==> src/rtl/upg_pkg.sv <==
// rtl/upg_pkg.sv - shared types and defaults for the UART program loader
//
// Purpose: state encodings for the loader FSM and the UART byte receiver,
//          plus default bit timing and ROM address width.
// Ports:   none (package).
package upg_pkg;

  // Loader FSM: length header, data words, then one of two terminal states.
  typedef enum logic [2:0] {
    LD_LEN_LO,
    LD_LEN_HI,
    LD_DATA,
    LD_DONE,
    LD_ERR
  } ld_state_t;

  // UART receiver.
  typedef enum logic [1:0] {
    RX_IDLE,
    RX_START,
    RX_DATA,
    RX_STOP
  } rx_state_t;

  // 10 MHz / 115200 baud.
  localparam int UPG_CLKS_PER_BIT = 87;
  localparam int UPG_ADR_W        = 14;

endpackage

==> src/rtl/uart_rx_byte.sv <==
// rtl/uart_rx_byte.sv - 8N1 UART byte receiver with start-bit glitch rejection
//
// Purpose: synchronizes the async line, samples each bit at its midpoint and
//          reports each completed frame as byte_vld (good stop bit) or
//          frm_err (stop bit low).
// Ports:
//   clk      in  - single clock
//   rst      in  - synchronous active-high reset
//   rx       in  - asynchronous UART line, idles high
//   byte_vld out - one-cycle strobe, byte_dat valid
//   byte_dat out - received byte, LSB arrived first
//   frm_err  out - one-cycle strobe on a low stop bit
module uart_rx_byte
  import upg_pkg::*;
#(
  parameter int CLKS_PER_BIT = UPG_CLKS_PER_BIT
) (
  input  logic       clk,
  input  logic       rst,
  input  logic       rx,
  output logic       byte_vld,
  output logic [7:0] byte_dat,
  output logic       frm_err
);

  localparam int CNT_W = $clog2(CLKS_PER_BIT);
  localparam logic [CNT_W-1:0] HALF_LAST = CNT_W'(CLKS_PER_BIT / 2 - 1);
  localparam logic [CNT_W-1:0] FULL_LAST = CNT_W'(CLKS_PER_BIT - 1);

  logic             rx_meta, rx_sync;
  rx_state_t        state_q, state_d;
  logic [CNT_W-1:0] cnt_q, cnt_d;
  logic [2:0]       bit_q, bit_d;
  logic [7:0]       sh_q, sh_d;
  logic             vld_q, vld_d;
  logic             ferr_q, ferr_d;

  always_ff @(posedge clk) begin
    if (rst) begin
      rx_meta <= 1'b1;
      rx_sync <= 1'b1;
      state_q <= RX_IDLE;
      cnt_q   <= '0;
      bit_q   <= '0;
      sh_q    <= '0;
      vld_q   <= 1'b0;
      ferr_q  <= 1'b0;
    end else begin
      rx_meta <= rx;
      rx_sync <= rx_meta;
      state_q <= state_d;
      cnt_q   <= cnt_d;
      bit_q   <= bit_d;
      sh_q    <= sh_d;
      vld_q   <= vld_d;
      ferr_q  <= ferr_d;
    end
  end

  always_comb begin
    state_d = state_q;
    cnt_d   = cnt_q;
    bit_d   = bit_q;
    sh_d    = sh_q;
    vld_d   = 1'b0;
    ferr_d  = 1'b0;
    case (state_q)
      RX_IDLE: begin
        if (!rx_sync) begin
          state_d = RX_START;
          cnt_d   = '0;
        end
      end
      RX_START: begin
        if (cnt_q == HALF_LAST) begin
          // Line back high at mid start bit: treat the low as a glitch.
          cnt_d   = '0;
          bit_d   = '0;
          state_d = rx_sync ? RX_IDLE : RX_DATA;
        end else begin
          cnt_d = cnt_q + 1'b1;
        end
      end
      RX_DATA: begin
        if (cnt_q == FULL_LAST) begin
          cnt_d = '0;
          sh_d  = {rx_sync, sh_q[7:1]};
          bit_d = bit_q + 1'b1;
          if (bit_q == 3'd7) state_d = RX_STOP;
        end else begin
          cnt_d = cnt_q + 1'b1;
        end
      end
      RX_STOP: begin
        if (cnt_q == FULL_LAST) begin
          // Back to IDLE at the stop sample so the next start edge is not missed.
          cnt_d   = '0;
          state_d = RX_IDLE;
          if (rx_sync) vld_d  = 1'b1;
          else         ferr_d = 1'b1;
        end else begin
          cnt_d = cnt_q + 1'b1;
        end
      end
      default: state_d = RX_IDLE;
    endcase
  end

  assign byte_vld = vld_q;
  assign byte_dat = sh_q;
  assign frm_err  = ferr_q;

endmodule

==> src/rtl/uart_prog_loader.sv <==
// rtl/uart_prog_loader.sv - UART-fed program ROM loader
//
// Purpose: parses a 16-bit little-endian word count followed by that many
//          little-endian 32-bit words and issues one ROM write per word.
// Ports:
//   upg_clk_i  in  - UPG clock (single clock domain)
//   upg_rst_i  in  - synchronous active-high reset
//   upg_rx_i   in  - asynchronous UART line
//   upg_wen_o  out - one-cycle ROM write strobe
//   upg_adr_o  out - ROM word address, held between writes
//   upg_dat_o  out - ROM write data, held between writes
//   upg_done_o out - image fully written (sticky)
//   upg_err_o  out - protocol or framing error (sticky)
module uart_prog_loader
  import upg_pkg::*;
#(
  parameter int CLKS_PER_BIT = UPG_CLKS_PER_BIT,
  parameter int ADR_W        = UPG_ADR_W,
  parameter int MAX_WORDS    = 16384
) (
  input  logic             upg_clk_i,
  input  logic             upg_rst_i,
  input  logic             upg_rx_i,
  output logic             upg_wen_o,
  output logic [ADR_W-1:0] upg_adr_o,
  output logic [31:0]      upg_dat_o,
  output logic             upg_done_o,
  output logic             upg_err_o
);

  logic       byte_vld, frm_err;
  logic [7:0] byte_dat;

  uart_rx_byte #(.CLKS_PER_BIT(CLKS_PER_BIT)) u_rx (
    .clk      (upg_clk_i),
    .rst      (upg_rst_i),
    .rx       (upg_rx_i),
    .byte_vld (byte_vld),
    .byte_dat (byte_dat),
    .frm_err  (frm_err)
  );

  ld_state_t        state_q, state_d;
  logic [15:0]      len_q, len_d;
  // One bit wider than the address so a full MAX_WORDS image never wraps.
  logic [ADR_W:0]   idx_q, idx_d;
  logic [1:0]       lane_q, lane_d;
  logic [23:0]      sh_q, sh_d;
  logic             wen_q, wen_d;
  logic [ADR_W-1:0] adr_q, adr_d;
  logic [31:0]      dat_q, dat_d;
  logic [15:0]      len_new;

  always_ff @(posedge upg_clk_i) begin
    if (upg_rst_i) begin
      state_q <= LD_LEN_LO;
      len_q   <= '0;
      idx_q   <= '0;
      lane_q  <= '0;
      sh_q    <= '0;
      wen_q   <= 1'b0;
      adr_q   <= '0;
      dat_q   <= '0;
    end else begin
      state_q <= state_d;
      len_q   <= len_d;
      idx_q   <= idx_d;
      lane_q  <= lane_d;
      sh_q    <= sh_d;
      wen_q   <= wen_d;
      adr_q   <= adr_d;
      dat_q   <= dat_d;
    end
  end

  assign len_new = {byte_dat, len_q[7:0]};

  always_comb begin
    state_d = state_q;
    len_d   = len_q;
    idx_d   = idx_q;
    lane_d  = lane_q;
    sh_d    = sh_q;
    wen_d   = 1'b0;
    adr_d   = adr_q;
    dat_d   = dat_q;
    case (state_q)
      LD_LEN_LO: begin
        if (byte_vld) begin
          len_d   = {8'h00, byte_dat};
          state_d = LD_LEN_HI;
        end
      end
      LD_LEN_HI: begin
        if (byte_vld) begin
          len_d  = len_new;
          idx_d  = '0;
          lane_d = '0;
          if (len_new == 16'd0)                 state_d = LD_DONE;
          else if (32'(len_new) > MAX_WORDS)    state_d = LD_ERR;
          else                                  state_d = LD_DATA;
        end
      end
      LD_DATA: begin
        if (byte_vld) begin
          lane_d = lane_q + 2'd1;
          // Bytes enter at the top and shift down, leaving b0 in the low lane.
          sh_d   = {byte_dat, sh_q[23:8]};
          if (lane_q == 2'd3) begin
            wen_d = 1'b1;
            dat_d = {byte_dat, sh_q};
            adr_d = idx_q[ADR_W-1:0];
          end
        end
        if (wen_q) begin
          idx_d = idx_q + 1'b1;
          if (32'(idx_q) + 32'd1 == 32'(len_q)) state_d = LD_DONE;
        end
      end
      LD_DONE: ;
      LD_ERR:  ;
      default: state_d = LD_ERR;
    endcase
    if (frm_err && state_q != LD_DONE) state_d = LD_ERR;
  end

  assign upg_wen_o  = wen_q;
  assign upg_adr_o  = adr_q;
  assign upg_dat_o  = dat_q;
  assign upg_done_o = (state_q == LD_DONE);
  assign upg_err_o  = (state_q == LD_ERR);

endmodule

==> config.mk <==
export PLATFORM = sky130hd
export DESIGN_NAME = uart_prog_loader
export DESIGN_NICKNAME = d
export VERILOG_FILES = /design/src/rtl/upg_pkg.sv /design/src/rtl/uart_rx_byte.sv /design/src/rtl/uart_prog_loader.sv
export SDC_FILE = /design/constraint.sdc
export NUM_CORES = 1
export LEC_CHECK = 0
export ABC_CLOCK_PERIOD_IN_PS = 2410
export CORE_MARGIN = 5
export CORE_UTILIZATION = 52
export DETAILED_ROUTE_END_ITERATION = 10
export PLACE_DENSITY = 0.76
export SYNTH_ARGS = -nofsm -noshare
export SYNTH_HDL_FRONTEND = slang
export SYNTH_SLANG_ARGS = --single-unit
==> constraint.sdc <==
create_clock -name upg_clk_i -period 2.41 [get_ports upg_clk_i]
set_input_delay 0.6025 -clock upg_clk_i [delete_from_list [all_inputs] [get_ports upg_clk_i]]
set_output_delay 0.6025 -clock upg_clk_i [all_outputs]
set_load 0.005 [all_outputs]
Word-level counts from Yosys, hierarchy flattened:

Index checks and enable logic that the tools add are counted.

* $add $sub $neg: 5
* $mul: 0
* divide/modulo/power cells: 0
* order comparisons: 1
* equal/unequal tests: 28
* shifts and indexed selects: 0
* mux-type cells: 34
* bitwise gates (word level): 6
* reduce and logical (&&, ||, !) cells: 23

Operators by type and width (number)
* 16-bit two-way mux: 2
* 16-bit case mux with 2 select lines: 1
* 15-bit two-way mux: 2
* 15-bit case mux with 2 select lines: 1
* 3-bit two-way mux: 9
* 7-bit two-way mux: 3
* 7-bit case mux with 3 select lines: 1
* 3-bit AND reduction: 6
* 15-bit by 1-bit adder with 16-bit output, second input constant: 1
* 16-bit == test: 1
* 16-bit by 15-bit greater-than comparator with 1-bit output, second input constant: 1
* 16-bit zero test: 1
* 2-bit two-way mux: 8
* 2-bit by 1-bit != test with 1-bit output, second input constant: 8
* 15-bit by 1-bit adder with 15-bit output, second input constant: 1
* 5-bit AND reduction: 3
* 3-bit case mux with 4 select lines: 1
* 3-bit by 2-bit != test with 1-bit output, second input constant: 3
* 2-bit case mux with 4 select lines: 1
* 7-bit by 1-bit adder with 7-bit output, second input constant: 1
* 7-bit by 6-bit == test with 1-bit output, second input constant: 1
* 7-bit == test, second input constant: 1
* 2-bit == test, second input constant: 3
* 3-bit by 2-bit == test with 1-bit output, second input constant: 2
* 18 further kinds: 35

* bits in registers: 131
* bits in latches: 0
* memory bits (writable): 0
* memory bits (read-only): 0
* input bits: 3
* output and inout port bits: 49
* logic and storage cells: 115
* memories kept: 0

Logic depth before layout (Yosys ltp):

Gate-level depths: netlist of the first run.

* word-level depth: 6
* mapped depth: 9
* mapped depth without buffers: 8

By module:

From an unflattened synthesis of the first run, not the netlist that was laid out.

* cell total of the unflattened synthesis: 712
* area, all modules: 5649.2 um^2

Modules (own cells, without submodules)
* uart_prog_loader: instances 1, cells an instance 592, area an instance 4553.1 um^2, sequential area each 2142.1 um^2
* uart_rx_byte: instances 1, cells an instance 120, area an instance 1096.1 um^2, sequential area each 480.5 um^2

Worst setup path before layout of the first run:

No wires, ideal clock.

* kind: reg2reg
* start point: register idx_q[1]
* end point: register state_q[0]
* setup time: 0.069 ns
* arrival: 2.254 ns
* path slack: 0.087 ns
* cell stages (with the launch flop): 8
* period minus slack after synthesis: 2.323 ns
* cells stage by stage: dfxtp_1 > ha_1 > nand4_1 > nor3_1 > mux2i_1 > o41ai_1 > or4_1 > o21ai_1

* cells in the longest elaborated chain, start to end: 4

RTL lines
* from (decl): line uart_prog_loader.sv:46 `logic [ADR_W:0] idx_q, idx_d;`
* from (signal assigned): line uart_prog_loader.sv:67 `idx_q <= idx_d;`
* 15-bit by 1-bit adder with 16-bit output: line uart_prog_loader.sv:117 `if (32'(idx_q) + 32'd1 == 32'(len_q)) state_d = LD_DONE;`
* 16-bit == test: line uart_prog_loader.sv:117
* 2-bit != test (no source line)
* 5-bit AND reduction (no source line)
* to (signal assigned): line uart_prog_loader.sv:65 `state_q <= state_d;`
* to (decl): line uart_prog_loader.sv:43 `ld_state_t state_q, state_d;`

Every way passes these cells.
A chain may end at the register's enable or synchronous reset.

Worst setup path after layout of the first run:

* start point: register state_q[2]
* end point: output port upg_err_o

* cells in the longest elaborated chain, start to end: 1

RTL lines
* 3-bit == test: line uart_prog_loader.sv:131 `assign upg_err_o = (state_q == LD_ERR);`
* to (decl): line uart_prog_loader.sv:28 `output logic upg_err_o`

Every way passes these cells.

==> impl_metrics.py, run 1 <==
metrics = {
    "sta": {
        "fin_ws_ns": 0.0846,
        "final.min_clock_period_ns": 2.33,
        "tns_ns": 0,
        "holdWs_ns": 0.428,
        "max-slew-margin-rel_pct": 55.2,
        "final_hold_viol_count": 0,
        "tightest_slew_ns": 0.672,
        "clock-skew-final_ns": 0.00870,
        "finalSetupViolCount": 0,
        "period_share_pct": 96.5,
        "slew_viol_final": 0,
        "rsz0062_at_grt": "no",
        "fmax_mhz": 430,
    },
    "run_status": {
        "status": "completed",
    },
    "yosys": {
        "synth.most_common_cell": "nand2_1",
        "synth_edf_count": 0,
        "synth_compound_area_share_pct": 14.9,
        "synthXorXnorAreaFrac_pct": 4.02,
        "ys_dominant_reg_cell": "dfxtp_1",
        "async_reset_ff_share_pct": 0,
        "synth_top_family_by_area": "simple AND/OR/NAND/NOR gates",
        "synthesis.nets": 741,
        "synth_simple_gate_area_share_pct": 27.4,
        "synthesis.area_um2": 5660,
        "synth_seq_cells": 131,
        "synth_area_leaders": "dfxtp_1 (46%), nand2_1 (13%), a21oi_1 (10%)",
        "synthMuxAreaShare_pct": 0.376,
        "synth.largest_area_cell": "dfxtp_1",
        "synth_common_cells": "nand2_1 (203), dfxtp_1 (131), a21oi_1 (116)",
        "synth_fa_ha_area_share_pct": 2.43,
        "yosysSeqAreaShare_pct": 46.3,
        "yosysUniqueCellTypes": 55,
        "yosysTopAreaCellShare_pct": 46.3,
        "yosysWarnings": 0,
        "avgSynthCellArea_um2": 7.79,
        "synthCells": 727,
    },
    "setup_path": {
        "cp_max_fo": 8,
        "cp_data_required_time_ns": 1.81,
        "critPathLaunch": "state_q[2]",
        "crit_chain": "nor3b_1 -> clkdlybuf4s50_1",
        "cpMaxStageDelayCell": "clkdlybuf4s50_1",
        "cp-end-kind": "output pin",
        "r2r-start": "idx_q[1]",
        "crit_type": "register to output pin",
        "cp_slowest_stage_delay_ns": 0.55,
        "start_kind": "register",
        "worstPathArrival_ns": 1.72,
    },
    "power_and_ir_drop": {
        "power_mw": 4.89,
        "powerDensity_nw_per_um2": 700,
        "p_seq_share_pct": 44.5,
        "combPwrFrac_pct": 1.8,
        "power_switching_mw": 1.07,
        "power.internal_mw": 3.81,
        "pwr-share-clk_pct": 53.6,
        "switching_share_pct": 22.0,
        "leakage_nw": 2.41,
        "peakVddDrop_uv": 420,
    },
    "routing": {
        "vias_per_cell": 5.59,
        "drcViolationCount": 0,
        "num_vias": 5210,
        "dr.pass1.iters": 5,
        "drt_first_iter_violations": 375,
        "antenna_left": 0,
        "wirelength_um": 14300,
        "wl_per_cell_um": 15.4,
    },
    "place": {
        "dpl_worst_slack_ns": 0.220,
        "io_buffers": 51,
        "place_inst": 900,
        "gp_congestion": 0.901,
        "dp_hpwl_um": 10000,
        "post_dp_cell_area_um2": 6350,
    },
    "die": {
        "die_area_um2": 13100,
        "io_pins": 52,
        "fp-row-count": 38,
        "die_y_um": 114,
        "core_um2": 10700,
        "start_util_pct": 52.7,
        "die_w_um": 114,
    },
    "clock_network": {
        "cts.path.max_buffers": 2,
        "cts_tree": "done",
        "clk_latency_ns": 0.52,
        "cts.sinks": 131,
        "clkTransAtPathRegs_ns": 0.06,
        "h-tree-depth": 4,
        "root_buffer": "clkbuf_8",
        "cts_buffers": 17,
        "cts_hold_buf": 0,
    },
    "cells_and_area": {
        "design_area_um2": 6980,
        "syn2layout_area_growth_pct": 23.3,
        "diodes": 0,
        "fin_nets": 793,
        "drive_above_1_share_pct": 9.85,
        "utilization_pct": 64.9,
        "final_cells": 932,
    },
    "grt": {
        "overflow": 0,
        "track_usage_pct": 23.0,
        "grt_pass1_wl_um": 24000,
        "antenna_found_initial": 0,
        "grt_max_degree": 67,
        "grt_pass1_vias": 5034,
    },
    "job": {
        "maxCapViolations": 0,
    },
    "min_path": {
        "hp-start": "u_rx.rx_meta",
        "hold_path.class": "register to register",
    },
}
[cell usage in the layout, fill, tap and decap left out, types with 3 or more instances in the layout]
master,n
a21oi_1,116
a31oi_1,4
and2_1,5
and3_1,3
and4_1,4
buf_4,32
bufinv_16,3
clkbuf_16,16
clkdlybuf4s50_1,50
clkinv_4,3
dfxtp_1,126
dfxtp_2,4
ha_1,11
inv_1,8
inv_6,3
nand2_1,203
nand3_1,33
nand4_1,5
nor2_1,41
nor2b_1,3
nor3_1,8
nor3b_1,3
nor4_1,10
o2111ai_1,3
o21ai_0,16
or2_2,4
or3_1,5
xnor2_1,12
xor2_1,14
[registers in the layout, summed over array words and instances (netlist names), named ones only]
register and count:
upg_dat_o 32, sh_q 24, len_q 16, idx_q 15, upg_adr_o 14, u_rx.byte_dat 8
u_rx.cnt_q 7, state_q 3, u_rx.bit_q 3, lane_q 2, u_rx.byte_vld 1, u_rx.frm_err 1
u_rx.rx_meta 1, u_rx.rx_sync 1, u_rx.state_q 1, upg_wen_o 1
[critical path, delay by kind of cell (launching register included)]
kind / cells / cell delay [ns]
buf+inv: 1 / 0.55
flops: 1 / 0.41
simple gates: 1 / 0.25
[power by group through the flow]
| stage | clock network, mW | logic (mW) | registers, mW |
|---|---|---|---|
| floorplan | 0 | 0.0678 | 2.22 |
| global placement | 0 | 0.0836 | 2.22 |
| detailed placement | 0 | 0.0884 | 2.23 |
| CTS | 2.65 | 0.0890 | 2.18 |
| global route | 2.76 | 0.102 | 2.18 |
| finish | 2.62 | 0.0902 | 2.18 |
[routing by layer]
metal	vias to the layer above	track usage, %	part of all wire [%]
met5	-	0	0
met3	25	5.60	5.7
met4	0	8.23	1.9
met1	2451	29.8	44
met2	156	37.4	49
li1	2578	-	-
[timing repair]
action | CTS | global route
endpoints found under the hold margin | 0 | 0
pin swaps | 0 | 1
buffers inserted | 0 | 0
endpoints found under the setup margin | 2 | 2
resized for setup | 4 | 4
[area by class of cell]
| type | instances | area (um2) |
|---|---|---|
| Timing Repair Buffer | 82 | 741 |
| Clock inverter | 13 | 174 |
| Fill cell | 951 | 3770 |
| Multi-Input combinational cell | 539 | 2790 |
| Clock buffer | 19 | 432 |
| Tap cell | 140 | 175 |
| Inverter | 8 | 30.0 |
| Sequential cell | 131 | 2630 |
[final timing paths]
path             endpoint  slack (ns)  cells after the start
max reg2reg    state_q[0]        0.21                      8
min          u_rx.rx_sync        0.43                      1
min reg2reg  u_rx.rx_sync        0.43                      1
max             upg_err_o        0.08                      2
[cells by family after synthesis]
family	Yosys count
mux	2
simple gates	344
buf+inv	57
compound gates	156
flops	131
fa+ha+maj	11
xor+xnor	26
Note: power is estimated with default switching activity, not from simulation.
==> run 2, diff against run 1 <==
Settings changed: ABC_CLOCK_PERIOD_IN_PS 2410 to 2100.
Clock period 2.41 ns to 2.1 ns, I/O delays scaled along.
==> impl_metrics.py, run 2 (synthesized netlist as in run 1, its figures left out) <==
metrics = {
    "run_status": {
        "status": "completed",
    },
    "job": {
        "maxCapViolations": 0,
    },
    "routing": {
        "num_vias": 5201,
        "antenna_left": 0,
        "vias_per_cell": 5.51,
        "dr.pass1.iters": 5,
        "wirelength_um": 13900,
        "drcViolationCount": 0,
        "drt_first_iter_violations": 376,
        "wl_per_cell_um": 14.7,
    },
    "setup_path": {
        "crit_chain": "clkdlybuf4s50_1",
        "path_buf_inv": 1,
        "cp_data_required_time_ns": 1.57,
        "start_kind": "register",
        "cp_slowest_stage_delay_ns": 0.55,
        "cpMaxStageDelayCell": "clkdlybuf4s50_1",
        "cp_top_family": "buffers and inverters",
        "cp_max_fo": 6,
        "crit_type": "register to output pin",
        "cp-end-kind": "output pin",
        "worstPathArrival_ns": 1.53,
    },
    "sta": {
        "slew_viol_final": 0,
        "fmax_mhz": 488,
        "rsz0062_at_grt": "no",
        "final_hold_viol_count": 0,
        "clock-skew-final_ns": 0.00671,
        "finalSetupViolCount": 0,
        "final.min_clock_period_ns": 2.05,
        "max-slew-margin-rel_pct": 56.3,
        "tns_ns": 0,
        "period_share_pct": 97.7,
        "tightest_slew_ns": 0.656,
    },
    "power_and_ir_drop": {
        "leakage_nw": 2.48,
        "powerDensity_nw_per_um2": 754,
        "peakVddDrop_uv": 442,
    },
    "cells_and_area": {
        "fin_nets": 805,
        "syn2layout_area_growth_pct": 24.7,
        "diodes": 0,
        "largest_reg_flops": 32,
        "layout_common_cells": "nand2_1 (203), dfxtp_1 (126), a21oi_1 (116), clkdlybuf4s50_1 (48), buf_4 (42)",
        "final_common_cell": "nand2_1",
        "design_area_um2": 7060,
        "drive_above_1_share_pct": 11.8,
        "fillers": 937,
    },
    "grt": {
        "grt_pass1_wl_um": 23300,
        "grt_max_degree": 66,
        "overflow": 0,
        "antenna_found_initial": 0,
        "track_usage_pct": 22.2,
        "grt_pass1_vias": 5015,
    },
    "clock_network": {
        "clkTransAtPathRegs_ns": 0.06,
        "root_buffer": "clkbuf_8",
        "cts_tree": "done",
        "clk_latency_ns": 0.53,
        "cts.sinks": 131,
        "cts.path.max_buffers": 2,
        "cts_hold_buf": 0,
        "cts_buffers": 17,
        "h-tree-depth": 4,
    },
    "die": {
        "die_area_um2": 13100,
        "start_util_pct": 52.7,
        "fp-row-count": 38,
        "die_w_um": 114,
        "core_um2": 10700,
        "io_pins": 52,
        "die_y_um": 114,
    },
    "place": {
        "gp_congestion": 0.918,
        "post_dp_cell_area_um2": 6480,
        "io_buffers": 51,
        "dp_hpwl_um": 9640,
    },
    "min_path": {
        "hold_path.class": "register to register",
    },
}
## run 2: changes by cell type in the layout (fill, tap and decap cells not counted), moves of 2 or more
cell	previous run	this run
buf_4	32	42
clkinv_2	1	4
bufinv_16	3	1
dlygate4sd2_1	0	2
nor4_2	0	4
clkdlybuf4s50_1	50	48
nor4_1	10	6
buf_12	0	2
## run 2: layout make-up
type / count / area, um2 / area share [%]
multi-input cells: 539 / 2830 / 40.0
flip-flops and latches: 131 / 2630 / 37.2
repair buffers: 94 / 853 / 12.1
clock buffers: 18 / 418 / 5.92
well taps: 140 / 175 / 2.48
clock inverters: 14 / 128 / 1.81
inverters: 8 / 30.0 / 0.425
## run 2: path summary, 6_finish.rpt
kind	from	end	slack, ns	cells past startpoint
max	upg_wen_o	upg_wen_o	0.05	1
min	u_rx.rx_meta	u_rx.rx_sync	0.42	1
max reg2reg	idx_q[0]	state_q[0]	0.08	8
min reg2reg	u_rx.rx_meta	u_rx.rx_sync	0.42	1
## run 2: repair_timing
action / in CTS / in global routing
resized for setup: 5 / 7
setup buffers: 0 / 0
endpoints found under the setup margin: 2 / 1
## run 2: layer usage
layer  share of wire [%]  up-vias  global-route usage, %
li1                    -     2591                      -
met2                  49      138                   37.4
met5                   0        -                      0
met4                 2.2        0                   7.68
met1                  44     2445                   27.6
met3                 5.2       27                   5.76
## run 2: metrics by stage
stage | hold slack [ns] | power (mW) | utilization [%] | setup slack (ns) | instances
floorplan | 0.389 | 2.63 | - | 0.0239 | 727
global placement | 0.401 | 2.65 | 60.3 | 0.0497 | 912
detailed placement | 0.397 | 2.66 | 60.3 | 0.0439 | 912
CTS | 0.407 | 5.36 | 65.4 | 0.00379 | 944
global route | 0.419 | 5.52 | 65.7 | 0.00428 | 944
finish | 0.416 | 5.32 | 65.7 | 0.0492 | 944
## run 2: power by group
group	internal [mW]	switching (mW)	leakage, nW
logic	0.0249	0.0781	1.15
clock network	1.58	1.14	0.270
registers	2.49	0.00797	1.06
==> run 3, diff against run 2 <==
Settings changed: ABC_CLOCK_PERIOD_IN_PS 2100 to not set, CORE_UTILIZATION 52 to 55, PLACE_DENSITY 0.76 to 0.77.
Clock period 2.1 ns to 2.4 ns, I/O delays scaled along.
==> impl_metrics.py, run 3 (synthesized netlist as in run 1, its figures left out) <==
metrics = {
    "run_status": {
        "status": "completed",
    },
    "power_and_ir_drop": {
        "powerDensity_nw_per_um2": 682,
        "leakage_nw": 2.36,
        "peakVddDrop_uv": 513,
        "power_mw": 4.72,
    },
    "clock_network": {
        "cts.sinks": 131,
        "cts_setup_buffers": 0,
        "cts.path.max_buffers": 2,
        "clk_latency_ns": 0.52,
        "root_buffer": "clkbuf_8",
        "cts_tree": "done",
        "h-tree-depth": 4,
        "clkTransAtPathRegs_ns": 0.06,
        "cts_buffers": 17,
    },
    "die": {
        "die_y_um": 111,
        "io_pins": 52,
        "die_area_um2": 12400,
        "core_um2": 10200,
        "start_util_pct": 55.6,
        "die_w_um": 111,
        "fp-row-count": 37,
    },
    "grt": {
        "track_usage_pct": 22.3,
        "grt_max_degree": 126,
        "antenna_found_initial": 0,
        "grt.met3_usage_pct": 4.35,
        "grt_pass1_vias": 4682,
        "grtUsageMet1_pct": 29.3,
        "busiest_layer": "met2",
        "grt_pass1_wl_um": 23000,
        "overflow": 0,
        "grt_use_met2_pct": 37.5,
    },
    "job": {
        "maxCapViolations": 0,
    },
    "sta": {
        "tightest_slew_ns": 0.540,
        "max-slew-margin-rel_pct": 64.0,
        "fmax_mhz": 430,
        "slew_viol_final": 0,
        "finalSetupViolCount": 0,
        "period_share_pct": 97.0,
        "rsz0062_at_grt": "yes",
        "holdWs_ns": 0.409,
        "final_hold_viol_count": 0,
        "final.min_clock_period_ns": 2.33,
        "clock-skew-final_ns": 0.00930,
        "tns_ns": 0,
    },
    "cells_and_area": {
        "largest_reg_flops": 32,
        "final_common_cell": "nand2_1",
        "fillers": 825,
        "layout_common_cells": "nand2_1 (203), dfxtp_1 (128), a21oi_1 (116), clkdlybuf4s50_1 (50), nor2_1 (41)",
        "multi_input_area_um2": 2790,
        "seq_area_um2": 2630,
        "fin_nets": 790,
        "syn2layout_area_growth_pct": 22.3,
        "drive_above_1_share_pct": 9.25,
        "utilization_pct": 68.0,
        "diodes": 0,
        "final_cells": 925,
    },
    "setup_path": {
        "cp.depth": 2,
        "cp_data_required_time_ns": 1.80,
        "ff2ff_setup_slack_ns": 0.19,
        "cpMaxStageDelayCell": "clkdlybuf4s50_1",
        "critPathLaunch": "state_q[2]",
        "crit_chain": "nor3b_1 -> clkdlybuf4s50_1",
        "endpoint": "upg_err_o",
        "path_buf_inv": 1,
        "worstPathArrival_ns": 1.73,
        "cp_max_fo": 8,
        "crit_type": "register to output pin",
        "start_kind": "register",
        "r2r-start": "idx_q[9]",
        "cp_slowest_stage_delay_ns": 0.55,
        "cp-end-kind": "output pin",
        "rr_worst_depth": 6,
        "cp_top_family": "buffers and inverters",
        "worstReg2RegEnd": "state_q[0]",
    },
    "routing": {
        "dr.pass1.iters": 6,
        "drcViolationCount": 0,
        "drt_first_iter_violations": 364,
        "num_vias": 5136,
        "wl_per_cell_um": 14.7,
        "vias_per_cell": 5.55,
        "wirelength_um": 13600,
        "antenna_left": 0,
    },
    "min_path": {
        "hold_path.class": "register to register",
        "hp-start": "u_rx.rx_meta",
    },
    "place": {
        "dp_hpwl_um": 9160,
        "place_inst": 893,
        "gp_congestion": 0.875,
        "io_buffers": 51,
    },
}
## run 3: cell count changes in the layout (fill, tap and decap cells not counted), sizes merged
cell           previous run  this run
clkinv                    8         0
inv                      12        16
clkinvlp                  1         5
clkdlybuf4s50            48        50
buf                      44        29
dlygate4sd2               2         0
## run 3: worst min-delay path by stage
stage,to,slack [ns],cells past startpoint
3_5_place_dp,u_rx.rx_sync,0.40,1
4_1_cts,u_rx.rx_sync,0.41,1
2_1_floorplan,u_rx.rx_sync,0.39,1
3_3_place_gp,u_rx.rx_sync,0.39,1
5_1_grt,u_rx.rx_sync,0.43,1
6_report,u_rx.rx_sync,0.41,1
## run 3: timing repair
item	CTS	global route
endpoints found under the setup margin	2	3
resized for setup	1	4
hold buffers	0	0
## run 3: routing by layer
layer	wire length, um	share of wire, %	vias up
met1	6060	45	2406
met2	6700	49	150
met3	700	5.1	17
li1	-	-	2563
met4	140	1.0	0
met5	0	0	-
## run 3: area by class of cell
type	count	area share [%]
Multi-Input combinational cell	539	40.4
Sequential cell	131	37.9
Inverter	8	0.434
Timing Repair Buffer	79	10.7
Tap cell	136	2.46
Clock inverter	14	2.06
Clock buffer	18	6.04
## run 3: stage by stage
stage	area, um2	worst slack (ns)
2_1_floorplan	5660	0.0767
3_3_place_gp	6350	0.262
3_5_place_dp	6350	0.154
4_1_cts	6910	-0.0441
5_1_grt	6920	-0.00260
6_report	6920	0.0731
## run 3: power by group
part	leakage, nW	total, mW	internal [mW]	switching, mW
logic	1.05	0.0888	0.0218	0.0670
registers	1.06	2.19	2.18	0.00631
clock network	0.260	2.45	1.41	1.04
